[src/rtl/riio_bias_seq_ctrl.sv]
// rtl/riio_bias_seq_ctrl.sv - power-up sequencer for the IO-domain bandgap/bias macro
//
// Purpose: drives the bias macro enable, startup kick and trims. It qualifies
// the asynchronous bandgap-valid flag, times the startup and settle windows,
// gates the IBIAS channels until the bias is trusted, reloads trims on request
// and flags a fault when the bandgap is not (or no longer) valid.
//
// Ports:
//   CLK_I, RSTN_I             clock, asynchronous active-low reset
//   EN_REQ_I, VBIAS_REQ_I     enable request, VBIAS request (sampled at start)
//   CH_MASK_I                 per-channel enable request
//   TRIM_I_I, TRIM_V_I        trim values, TRIM_LOAD_I reload strobe (READY only)
//   BG_VALID_I                asynchronous macro valid flag
//   EN_IBIAS_O, EN_VBIAS_O    macro bias enables
//   BG_STARTUP_O              macro startup kick
//   TRIM_I_O, TRIM_V_O        registered trims to the macro
//   CH_EN_O, READY_O          gated channel enables, bias ready
//   FAULT_O                   sticky fault, cleared by dropping EN_REQ_I
module riio_bias_seq_ctrl #(
  parameter int NUM_CH      = 16,
  parameter int TRIM_I_W    = 5,
  parameter int TRIM_V_W    = 4,
  parameter int STARTUP_CYC = 16,
  parameter int SETTLE_CYC  = 64
) (
  input  logic                CLK_I,
  input  logic                RSTN_I,
  input  logic                EN_REQ_I,
  input  logic                VBIAS_REQ_I,
  input  logic [NUM_CH-1:0]   CH_MASK_I,
  input  logic [TRIM_I_W-1:0] TRIM_I_I,
  input  logic [TRIM_V_W-1:0] TRIM_V_I,
  input  logic                TRIM_LOAD_I,
  input  logic                BG_VALID_I,
  output logic                EN_IBIAS_O,
  output logic                EN_VBIAS_O,
  output logic                BG_STARTUP_O,
  output logic [TRIM_I_W-1:0] TRIM_I_O,
  output logic [TRIM_V_W-1:0] TRIM_V_O,
  output logic [NUM_CH-1:0]   CH_EN_O,
  output logic                READY_O,
  output logic                FAULT_O
);

  localparam int MAX_CYC = (STARTUP_CYC > SETTLE_CYC) ? STARTUP_CYC : SETTLE_CYC;
  localparam int CNT_W   = $clog2(MAX_CYC + 1);
  localparam logic [CNT_W-1:0] C_STARTUP = CNT_W'(STARTUP_CYC);
  localparam logic [CNT_W-1:0] C_SETTLE  = CNT_W'(SETTLE_CYC);
  localparam logic [CNT_W-1:0] C_ONE     = CNT_W'(1);

  typedef enum logic [2:0] {
    S_OFF,
    S_STARTUP,
    S_SETTLE,
    S_READY,
    S_FAULT
  } state_t;

  state_t              r_state;
  logic [CNT_W-1:0]    r_cnt;
  logic                r_bg_meta;
  logic                r_bg_sync;
  logic                r_en_ibias;
  logic                r_en_vbias;
  logic                r_startup;
  logic [TRIM_I_W-1:0] r_trim_i;
  logic [TRIM_V_W-1:0] r_trim_v;
  logic [NUM_CH-1:0]   r_ch_en;
  logic                r_ready;
  logic                r_fault;

  // Two-flop synchroniser for the macro's asynchronous valid flag.
  always_ff @(posedge CLK_I or negedge RSTN_I) begin
    if (!RSTN_I) begin
      r_bg_meta <= 1'b0;
      r_bg_sync <= 1'b0;
    end else begin
      r_bg_meta <= BG_VALID_I;
      r_bg_sync <= r_bg_meta;
    end
  end

  // One counter serves both the startup and the settle window.
  always_ff @(posedge CLK_I or negedge RSTN_I) begin
    if (!RSTN_I) begin
      r_state    <= S_OFF;
      r_cnt      <= '0;
      r_en_ibias <= 1'b0;
      r_en_vbias <= 1'b0;
      r_startup  <= 1'b0;
      r_trim_i   <= '0;
      r_trim_v   <= '0;
      r_ch_en    <= '0;
      r_ready    <= 1'b0;
      r_fault    <= 1'b0;
    end else if (!EN_REQ_I) begin
      // Dropping the request wins over everything; trims keep their value.
      r_state    <= S_OFF;
      r_cnt      <= '0;
      r_en_ibias <= 1'b0;
      r_en_vbias <= 1'b0;
      r_startup  <= 1'b0;
      r_ch_en    <= '0;
      r_ready    <= 1'b0;
      r_fault    <= 1'b0;
    end else begin
      case (r_state)
        S_OFF: begin
          r_trim_i   <= TRIM_I_I;
          r_trim_v   <= TRIM_V_I;
          r_en_vbias <= VBIAS_REQ_I;
          r_en_ibias <= 1'b1;
          r_startup  <= 1'b1;
          r_cnt      <= C_STARTUP;
          r_state    <= S_STARTUP;
        end
        S_STARTUP: begin
          if (r_cnt == C_ONE) begin
            r_startup <= 1'b0;
            r_cnt     <= C_SETTLE;
            r_state   <= S_SETTLE;
          end else begin
            r_cnt <= r_cnt - C_ONE;
          end
        end
        S_SETTLE: begin
          if (r_cnt == C_ONE) begin
            r_cnt <= '0;
            if (r_bg_sync) begin
              r_ready <= 1'b1;
              r_state <= S_READY;
            end else begin
              r_fault    <= 1'b1;
              r_en_ibias <= 1'b0;
              r_en_vbias <= 1'b0;
              r_state    <= S_FAULT;
            end
          end else begin
            r_cnt <= r_cnt - C_ONE;
          end
        end
        S_READY: begin
          if (TRIM_LOAD_I) begin
            // Trim reload re-enters the settle window without a startup kick.
            r_trim_i <= TRIM_I_I;
            r_trim_v <= TRIM_V_I;
            r_ready  <= 1'b0;
            r_ch_en  <= '0;
            r_cnt    <= C_SETTLE;
            r_state  <= S_SETTLE;
          end else if (!r_bg_sync) begin
            r_ready    <= 1'b0;
            r_ch_en    <= '0;
            r_fault    <= 1'b1;
            r_en_ibias <= 1'b0;
            r_en_vbias <= 1'b0;
            r_state    <= S_FAULT;
          end else begin
            r_ch_en <= CH_MASK_I;
          end
        end
        S_FAULT: begin
          r_state <= S_FAULT;
        end
        default: begin
          r_state <= S_OFF;
        end
      endcase
    end
  end

  assign EN_IBIAS_O   = r_en_ibias;
  assign EN_VBIAS_O   = r_en_vbias;
  assign BG_STARTUP_O = r_startup;
  assign TRIM_I_O     = r_trim_i;
  assign TRIM_V_O     = r_trim_v;
  assign CH_EN_O      = r_ch_en;
  assign READY_O      = r_ready;
  assign FAULT_O      = r_fault;

endmodule
[config.mk]
export PLATFORM = sky130hd
export DESIGN_NAME = riio_bias_seq_ctrl
export DESIGN_NICKNAME = d
export VERILOG_FILES = /design/src/rtl/riio_bias_seq_ctrl.sv
export SDC_FILE = /design/constraint.sdc
export NUM_CORES = 1
export LEC_CHECK = 0
export CAP_MARGIN = 10
export CORE_AREA = 2 2 66 68
export CTS_CLUSTER_SIZE = 14
export DETAILED_ROUTE_END_ITERATION = 10
export DIE_AREA = 0 0 68 70
export PLACE_DENSITY = 0.9
export SLEW_MARGIN = 30
export SYNTH_ARGS = -nofsm -noshare
export SYNTH_HDL_FRONTEND = slang
export SYNTH_SLANG_ARGS = --single-unit
[constraint.sdc]
create_clock -name CLK_I -period 3 [get_ports CLK_I]
set_input_delay 0.75 -clock CLK_I [delete_from_list [all_inputs] [get_ports CLK_I]]
set_output_delay 0.75 -clock CLK_I [all_outputs]
set_load 0.02 [all_outputs]
Yosys cells after proc, flatten, opt, wreduce, memory -nomap -nowiden

Cells that the tools add are included.

Bits in registers: 42
Bits of input ports: 31
Output and inout port bits: 30
Logic and storage cells: 83

Add/subtract/negate cells: 1
Equal/unequal tests: 17
Multiplexer cells: 44
Reductions and logical operators: 9

Operator list:

| kind                                                   | number |
|---|---|
| two-way mux 16 bit                                     | 4 |
| two-way mux 7 bit                                      | 4 |
| one-hot mux 7 bit (4 select lines)                     | 1 |
| two-way mux 1 bit                                      | 19 |
| two-way mux 3 bit                                      | 6 |
| inequality test 3 bit (second input constant)          | 5 |
| one-hot mux 3 bit (5 select lines)                     | 1 |
| AND reduction 3 bit                                    | 4 |
| one-hot mux 5 bit (2 select lines)                     | 1 |
| one-hot mux 4 bit (2 select lines)                     | 1 |
| == test 7 x 1 -> 1 bit (second input constant)         | 1 |
| subtractor 7 x 1 -> 7 bit (second input constant)      | 1 |
| == test 3 x 2 -> 1 bit (second input constant)         | 2 |
| inequality test 3 x 1 -> 1 bit (second input constant) | 2 |
| one-hot mux 1 bit (2 select lines)                     | 3 |
| one-hot mux 1 bit (3 select lines)                     | 2 |
| two-way mux 5 bit                                      | 1 |
| inequality test 5 x 1 -> 1 bit (second input constant) | 1 |
| two-way mux 4 bit                                      | 1 |
| inequality test 4 x 1 -> 1 bit (second input constant) | 1 |
| inequality test 4 bit (second input constant)          | 1 |
| AND reduction 2 bit                                    | 2 |
| AND reduction 4 bit                                    | 1 |
| == test 3 x 1 -> 1 bit (second input constant)         | 1 |
| other kinds (5)                                        | 5 |

Logic depth before layout (Yosys ltp)

Depth in word-level cells: 4
Depth in mapped cells: 7
Gate-level depth less buffers: 6

Worst setup path before layout

Ideal clock, no wire load.

Kind: in2reg
Start point: input EN_REQ_I
End point: register r_trim_i[0] (netlist: TRIM_I_O[0])
Setup time: 0.125 ns
Arrival: 1.804 ns
Data required time: 2.875 ns
Path slack: 1.071 ns
Stages: 4
Path buffers: 1
Path through: clkbuf_1 -> nand2b_1 -> nor2_2 -> mux2_2

Word-level cells in the longest chain between the ends: 1

Ends and longest elaborated chain:

| element                              | line | text |
|---|---|---|
| start: declaration                   | 28   | `input logic EN_REQ_I,` |
| AND reduction 3 bit (no source line) | --   |  |
| end signal: assignment               | 91   | `r_trim_i <= '0;` |
| end signal: assignment               | 109  | `r_trim_i <= TRIM_I_I;` |
| end signal: assignment               | 145  | `r_trim_i <= TRIM_I_I;` |
| end: declaration                     | 66   | `logic [TRIM_I_W-1:0] r_trim_i;` |

No other way between the ends.
A chain may end at the register's enable or synchronous reset.

Final worst setup path

Start point: input TRIM_LOAD_I
End point: register r_ready (netlist: READY_O)

Word-level cells in the longest chain between the ends: 3
Elaborated cells between the ends (all ways): 5
Those cells by class: eq/ne: 1; mux: 3; reduce/logical: 1

Ends and longest elaborated chain:

| element                            | line | text |
|---|---|---|
| start: declaration                 | 33   | `input logic TRIM_LOAD_I,` |
| two-way mux 1 bit                  | 143  | `if (TRIM_LOAD_I) begin` |
| one-hot mux 1 bit (2 select lines) | 107  | `case (r_state)` |
| two-way mux 1 bit                  | 96   | `end else if (!EN_REQ_I) begin` |
| end signal: assignment             | 94   | `r_ready <= 1'b0;` |
| end signal: assignment             | 104  | `r_ready <= 1'b0;` |
| end signal: assignment             | 147  | `r_ready <= 1'b0;` |
| end: declaration                   | 69   | `logic r_ready;` |

Parallel ways exist; a longest one is shown, timed or not.

==> flow_metrics.env <==
export IMPL_antenna_found_initial=0
export IMPL_p_int_w=0.00103
export IMPL_ys_seq_area_share_pct=55.3
export IMPL_insertedDiodeCount=0
export IMPL_required_ns=3.20
export IMPL_wire_per_inst_um=15.7
export IMPL_netlist_area_um2=1900
export IMPL_reg2regPathDepth=4
export IMPL_crit_arrival_ns=2.44
export IMPL_vias_per_cell=5.52
export IMPL_hold_viol=0
export IMPL_dp_cells=269
export IMPL_p_leak_nw=1.13
export IMPL_fin_setup_tns_ns=0
export IMPL_postCtsHoldBufs=0
export IMPL_crit_slowest_cell="and3_1"
export IMPL_status="finished clean"
export IMPL_antenna_left=0
export IMPL_multi_input_area_um2=795
export IMPL_fmax_ghz=0.447
export IMPL_synthCells=166
export IMPL_drive_gt1_share_pct=12.4
export IMPL_grt_pass1_vias=1480
export IMPL_cp_start_kind="primary input"
export IMPL_regArea_um2=1050
export IMPL_vias=1528
export IMPL_min_delay_path_depth=0
export IMPL_grt_overflow_total=0
export IMPL_grt_usage_pct=20.5
export IMPL_layout_common_cells="59 x clkdlybuf4s50_1, 42 x dfrtp_1, 17 x a22o_1"
export IMPL_numCtsBuffers=5
export IMPL_synth_seq_cells=42
export IMPL_ctsResizeCount=0
export IMPL_cts_root_buf="clkbuf_8"
export IMPL_route_detailed_drc=0
export IMPL_h_tree_depth=2
export IMPL_reg2reg_setup_slack_ns=1.02
export IMPL_final_common_cell="clkdlybuf4s50_1"
export IMPL_comb_power_share_pct=28.7
export IMPL_dieArea_um2=4760
export IMPL_die_y_um=70
export IMPL_power_frac_clock_pct=25.3
export IMPL_wirelength_mm=4.36
export IMPL_grt_pass1_wl_mm=7.38
export IMPL_setup_viol=0
export IMPL_fin_cells=277
export IMPL_p_per_area_nw_per_um2=575
export IMPL_initial_core_util_pct=45.9
export IMPL_clk_latency_ns=0.30
export IMPL_yosys_top_cells_area="dfrtp_1 55%, a22o_1 7.8%, mux2_2 5.3%"
export IMPL_hpwl_mm=3.15
export IMPL_cp_max_fo=17
export IMPL_drt_iter0_markers=111
export IMPL_vdd_drop_max_mv=0.398
export IMPL_path_class="primary input to flop"
export IMPL_fillers=331
export IMPL_syn_avg_cell_area_um2=11.5
export IMPL_place_gp_congestion=0.837
export IMPL_min_from="r_bg_meta$_DFF_PN0_"
export IMPL_num_rows=24
export IMPL_clk_pin_slew_ns=0.08
export IMPL_synth_cell_types=41
export IMPL_fin_skew_ns=0.00508
export IMPL_grt_max_degree=43
export IMPL_placed_area_um2=2530
export IMPL_die_w_um=68
export IMPL_synth_fp_nets=199
export IMPL_critPathCaptureType="flop"
export IMPL_tightest_slew_ns=0.624
export IMPL_max_slew_margin_pct=58.4
export IMPL_switching_power_w=0.000479
export IMPL_reg2reg_from="r_state[1]$_DFFE_PN0P_"
export IMPL_syn_to_final_growth_pct=38.3
export IMPL_swShare_pct=31.7
export IMPL_finalNetCount=257
export IMPL_port_buffers=60
export IMPL_synth_top_cell_area_share_pct=55.3
export IMPL_max_stage_delay_ns=0.59
export IMPL_maxCapViolCount=0
export IMPL_clock_sinks=42
export IMPL_hold_class="flop to flop"
export IMPL_core_area_um2=4140
export IMPL_fin_area_um2=2630
export IMPL_yosys_warnings=0
export IMPL_synth_top_cell_by_area="dfrtp_1"
export IMPL_period_share_pct=74.6
export IMPL_clockBufferDepth=2
export IMPL_drtPass1Iterations=4
export IMPL_io_pin_count=61
export IMPL_rsz0062_at_grt="no"
export IMPL_slew_viol_final=0
export IMPL_finalCriticalPeriod_ns=2.24
export IMPL_path_cells="clkdlybuf4s50_1, and3b_1, and3_1, o211ai_1, o31ai_1"
export IMPL_cts_tree="yes"
export IMPL_r2r_end="READY_O$_DFFE_PN0P_"
export IMPL_min_delay_worst_endpoint="r_bg_sync$_DFF_PN0_"
export IMPL_post_cts_setup_buffer_count=0
export IMPL_pwr_share_seq_pct=46.1
[worst max path at each step]
stage / start / end / slack, ns / cells after the start
floorplan: EN_REQ_I / TRIM_I_O[0]$_DFFE_PN0P_ / 1.07 / 4
detailed placement: TRIM_LOAD_I / READY_O$_DFFE_PN0P_ / 0.48 / 5
finish: TRIM_LOAD_I / READY_O$_DFFE_PN0P_ / 0.76 / 5
global placement: TRIM_LOAD_I / READY_O$_DFFE_PN0P_ / 0.50 / 5
CTS: TRIM_LOAD_I / READY_O$_DFFE_PN0P_ / 0.76 / 5
global route: TRIM_LOAD_I / READY_O$_DFFE_PN0P_ / 0.64 / 5
[layout make-up]
cell class / instances / area share [%]
Tap cell: 52 / 2.47
Inverter: 3 / 0.428
Clock inverter: 2 / 0.476
Multi-Input combinational cell: 110 / 30.2
Clock buffer: 6 / 3.14
Timing Repair Buffer: 62 / 23.3
Sequential cell: 42 / 40.0
[power by group through the flow]
stage | logic, W | clock network (W) | registers, W
after detailed placement | 0.000432 | 0 | 0.000707
final | 0.000433 | 0.000382 | 0.000697
after floorplan | 0.000221 | 0 | 0.000733
after CTS | 0.000435 | 0.000387 | 0.000696
after global routing | 0.000465 | 0.000414 | 0.000708
after global placement | 0.000420 | 0 | 0.000702
[worst max-delay path: cells and delay by family]
| family | cells | cell delay, ns |
|---|---|---|
| AO/OA/AOI/OAI | 2 | 0.29 |
| buffers and inverters | 1 | 0.47 |
| AND/OR/NAND/NOR | 2 | 0.93 |
[kinds of logic (layout without fill, tap and decap cells)]
| group | count (synthesis) | after routing | synth area share, % |
|---|---|---|---|
| compound gates | 51 | 51 | 20.2 |
| xor+xnor | 2 | 2 | 0.921 |
| fa+ha+maj | 2 | 2 | 1.32 |
| buf+inv | 14 | 73 | 2.96 |
| flops | 42 | 42 | 55.3 |
| mux | 9 | 9 | 5.33 |
| simple gates | 46 | 46 | 14.0 |
[through the flow]
step                power (W)  worst slack, ns  util (%)  hold WS, ns
global route          0.00159            0.643      63.5        0.372
floorplan            0.000954             1.07         -        0.331
global placement      0.00112            0.499      61.1        0.335
finish                0.00151            0.761      63.5        0.354
CTS                   0.00152            0.763      63.4        0.358
detailed placement    0.00114            0.483      61.1        0.340
[synth_stat cells]
cell type and number:
or4_4 1, xor2_1 2, a221o_1 1, nor3_1 2
mux2_2 9, a21oi_1 5, or2b_2 1, nor2_2 1
nor2b_1 4, and3b_1 1, a211oi_1 2, a22o_1 17
nor4b_1 1, inv_1 3, o31ai_1 2, nand4_1 1
a31o_2 1, nand2_1 9, o211ai_1 1, dfrtp_1 42
nor2_1 9, and3_1 2, a21o_1 1, nor4b_2 1
o311a_1 1, buf_2 3, a31oi_1 5, nor4_1 2
nand3_1 3, clkbuf_1 8, nand2b_1 3, nor4_2 1
o21a_1 5, o31a_1 1, nand3b_1 1, ha_1 2
o211a_4 1, or3_2 1, o22ai_1 1, and2_1 2
o21ai_0 7
[registers in the layout (all words and copies together), names as in the netlist]
name          cells
r_bg_meta         1
TRIM_V_O          4
r_cnt             7
EN_VBIAS_O        1
READY_O           1
FAULT_O           1
CH_EN_O          16
BG_STARTUP_O      1
r_state           3
EN_IBIAS_O        1
r_bg_sync         1
TRIM_I_O          5
[per-layer routing]
metal  up-vias  track usage [%]  part of all wire, %
met4         0             6.67                  1.7
met3         6             4.51                  5.0
met2        44             30.9                   50
met5         -                0                    0
met1       747             29.2                   43
li1        731                -                    -
Power figures use the tool's default switching activity.
==> RTL change 1: new RTL, same flow settings <==
The 5 states of `state_t` get a one-hot encoding in 5 bits.
--- a/src/rtl/riio_bias_seq_ctrl.sv
+++ b/src/rtl/riio_bias_seq_ctrl.sv
@@ -50,8 +50,8 @@
 
-  typedef enum logic [2:0] {
-    S_OFF,
-    S_STARTUP,
-    S_SETTLE,
-    S_READY,
-    S_FAULT
+  typedef enum logic [4:0] {
+    S_OFF     = 5'b00001,
+    S_STARTUP = 5'b00010,
+    S_SETTLE  = 5'b00100,
+    S_READY   = 5'b01000,
+    S_FAULT   = 5'b10000
   } state_t;
Check against the original RTL: no difference found for any inputs over 10 cycles, from zero or initial values and one cycle with RSTN_I low; not proved beyond that.
==> RTL change 1 against the original RTL <==
Area after synthesis up 13%. Sequential power up 8.2%. Routed wire length grew 19%. Sequential cell count rose by 2. Total power up 21%. Final area is 10% higher. Setup slack got worse by 0.039 ns. Global-route usage grew 3.6 points. Largest power group unchanged.
==> RTL change 1: results (changes against the original RTL) <==
GRT Resource Usage Total: 24.1% (+3.6 points)
CP delay by family, top: buffers and inverters
# placed instances: 291 (+8.2%)
multi-input gates: 122 (+11%)
first-pass GRT wire length: 8380 microns (+14%)
clk sinks: 44 (+4.8%)
routed length on met1: 2050 microns (+8.2%)
Via density: 5.85 (+6.0%)
share of cells above drive strength 1: 12.1% (-0.30 points)
Worst EP arrival: 2.48 ns (+0.04 ns)
NumNets Final: 279 (+8.6%)
DP HPWL: 3660 microns (+16%)
multi-input logic area: 958 sq um (+21%)
critical path's slowest cell: clkdlybuf4s50_1
Leak: 1.25 nW (+11%)
switching fraction of total power: 31.8% (+0.094 points)
outcome: complete, no violations
mux contribution to synthesized area: 6.28% (+0.95 points)
Gate Count Post-Synth: 186 (+12%)
syn_nets: 219 (+10%)
met2 GRT Util: 36.7% (+5.8 points)
ClkCell Share: 4.18% (+0.57 points)
WL/cell: 17.3 microns (+9.9%)
largest net degree at the start of global routing: 45 (+4.7%)
top post-synthesis cells by count: dfrtp_1, a22o_1, inv_1
placed cell area: 2780 sq um (+9.7%)
worst clock skew: 0.00860 ns (+0.00352 ns)
Comb. pwr: 0.591 mW (+36%)
Crit path largest cell delay: 0.64 ns (+0.05 ns)
Synth Area in XOR/XNOR: 1.22% (+0.30 points)
Clock power frac: 26.5% (+1.2 points)
-- RTL change 1: changes by cell type in the layout (fill, tap and decap cells not counted), sizes merged, moves of 3 or more --
cell / delta
o21a: -3
inv: +8
nand3: -3
o2111ai: +3
a31oi: -3
nor3: +6
o211ai: +3
-- RTL change 1: final timing paths --
path                            slack [ns]         from     endpoint  depth (start not counted)
worst max-delay path                  0.72  TRIM_LOAD_I  TRIM_I_O[2]                          5
worst min-delay path                  0.37    r_bg_meta    r_bg_sync                          0
worst max register to register        1.09   r_state[4]  TRIM_I_O[2]                          4
worst min register to register        0.37    r_bg_meta    r_bg_sync                          0
max in group asynchronous             2.20       RSTN_I   r_state[0]                          1
min in group asynchronous             0.41       RSTN_I     r_cnt[1]                          1
-- RTL change 1: worst register-to-register path, stage by stage, from the launching register on --
cell and delay, ns:
dfrtp_1 0.49, or3_4 0.46, nor3_4 0.28, o21ai_4 0.20, mux2_4 0.37
==> RTL change 2: new RTL, same flow settings <==
Without the edit above. Set the parameter `SETTLE_CYC` to 32 (it was 64).
--- a/src/rtl/riio_bias_seq_ctrl.sv
+++ b/src/rtl/riio_bias_seq_ctrl.sv
@@ -23,3 +23,3 @@
   parameter int STARTUP_CYC = 16,
-  parameter int SETTLE_CYC  = 64
+  parameter int SETTLE_CYC  = 32
 ) (
Formal check against the unedited RTL: same outputs for any inputs over 10 cycles, from zero or initial values and one cycle with RSTN_I low; that may be too few to reach the edited logic, so the function may still have changed.
==> RTL change 2 against the original RTL <==
First-iteration DRC count decreased by 27%. Sequential cell count shrank 1. Routed wire length fell by 4.9%. Final area fell by 1.9%. Register-to-register slack better by 0.08 ns. Area after synthesis down 1.1%. Total power down 2.8%. Setup slack better by 0.065 ns. Critical path depth decreased by 1. Via count decreased by 3.8%. Largest cell class unchanged.
==> RTL change 2: results (changes against the original RTL) <==
syn_nets: 193 (-3.0%)
worst-margin pin slew: 0.575 ns (-0.0491 ns)
TritonRoute pass-1 iters: 4 (unchanged)
WL/cell: 15.2 microns (-3.5%)
Worst VDD drop: 436 uV (+9.5%)
share of cells above drive strength 1: 12.2% (-0.23 points)
worst-path fanout max: 10 (-7)
Via density: 5.38 (-2.4%)
initial antenna violation count: 0 (unchanged)
Worst EP arrival: 2.35 ns (-0.09 ns)
Top Metal Used: met4
largest net degree at the start of global routing: 42 (-2.3%)
Ys Warns: 0 (unchanged)
HP Class: reg -> reg
Synth area leaders: dfrtp_1, a22o_1, mux2_2, buf_6, o21ai_0
Netlist cell types: 46 (+12%)
1st-iter DRT viols: 81 (-27%)
GRT Resource Usage Total: 19.0% (-1.5 points)
worst clock skew: 0.00473 ns (-0.000350 ns)
async set-reset flop share out of synthesis: 100% (unchanged)
routed length on met1: 1760 microns (-6.9%)
PostCTS Resize Cnt: 0 (unchanged)
CTS Buf Count: 5 (unchanged)
vias in the first global route: 1518 (+2.6%)
DP HPWL: 3000 microns (-4.6%)
Crit path largest cell delay: 0.65 ns (+0.06 ns)
Placer Congestion: 0.816 (-2.5%)
top_reg_cell synth: dfrtp_1
Clock Path Buffers: 2 (unchanged)
IO buf count: 60 (unchanged)
Root Driver: clkbuf_8
# H-tree levels: 2 (unchanged)
Clk Latency, worst-skew pair: 0.29 ns
number of diodes: 0 (unchanged)
NumNets Final: 253 (-1.6%)
Met3 Wirelength: 357 microns (+62%)
first-pass GRT wire length: 6910 microns (-6.4%)
setup repair bufs after CTS: 0 (unchanged)
register area share after synthesis: 54.6% (-0.71 points)
critical path's slowest cell: clkdlybuf4s50_1
placed cell area: 2480 sq um (-2.0%)
CTS clk-pin slew, worst paths: 0.07 ns
outcome: complete, no violations
top post-synthesis cells by count: dfrtp_1, a22o_1, mux2_2, nor2_1, o21ai_0
Leak: 1.10 nW (-2.7%)
max reg flops: 16 (unchanged)
wire length on met2: 2000 microns (-7.9%)
## RTL change 2: changes by cell type in the layout (fill, tap and decap cells not counted), sizes merged, moves of 2 or more
cell / unedited run / this run
a31oi: 5 / 1
a21oi: 5 / 8
inv: 3 / 6
nand2: 9 / 6
nor2b: 4 / 2
nor3: 2 / 4
o211ai: 1 / 3
o21ai: 7 / 9
## RTL change 2: cell type report
| class | instances | area [sq um] |
|---|---|---|
| fillers | 342 | 1560 |
| flip-flops and latches | 41 | 1030 |
| multi-input cells | 105 | 764 |
| repair buffers | 61 | 606 |
| clock buffers | 6 | 82.6 |
| well taps | 52 | 65.1 |
| inverters | 6 | 22.5 |
| clock inverters | 2 | 13.8 |
## RTL change 2: worst paths after layout
path / slack, ns / depth (start not counted) / endpoint / start
worst max register to register: 1.10 / 6 / r_state[2] / r_cnt[1]
worst max-delay path: 0.83 / 4 / TRIM_I_O[2] / EN_REQ_I
worst min-delay path: 0.35 / 0 / r_bg_sync / r_bg_meta
max in group asynchronous: 2.23 / 1 / r_state[2] / RSTN_I
worst min register to register: 0.35 / 0 / r_bg_sync / r_bg_meta
min in group asynchronous: 0.42 / 1 / r_cnt[0] / RSTN_I
## RTL change 2: cells by family (layout without fill, tap and decap cells)
group | Yosys count | count (layout) | share of synthesized area (%)
XOR/XNOR | 1 | 1 | 0.466
adder cells (fa/ha/maj) | 2 | 2 | 1.33
AO/OA/AOI/OAI | 52 | 52 | 20.4
flip-flops | 41 | 41 | 54.6
buffers and inverters | 14 | 75 | 4.79
multiplexers | 10 | 10 | 5.92
AND/OR/NAND/NOR | 40 | 40 | 12.5
## RTL change 2: report_power, final
part	switching, mW	internal (mW)
sequential	0.0631	0.615
clock	0.186	0.186
combinational	0.203	0.216
total	0.452	1.02
## RTL change 2: critical path, delay by kind of cell
kind | cells | cell delay, ns
AO/OA/AOI/OAI | 1 | 0.40
AND/OR/NAND/NOR | 1 | 0.16
multiplexers | 1 | 0.39
buffers and inverters | 1 | 0.65
## RTL change 2: through the flow
stage                     cells  hold slack (ns)  setup slack [ns]
final                       273            0.353             0.826
after global routing        273            0.364             0.727
after CTS                   273            0.356             0.820
after detailed placement    265            0.339             0.506
after global placement      265            0.333             0.551
after floorplan             160            0.331              1.19
## RTL change 2: metal layers
layer,track usage [%],vias up
met1,23.9,703
met2,30.1,51
met5,0,-
met4,4.44,0
met3,8.05,4
li1,-,712
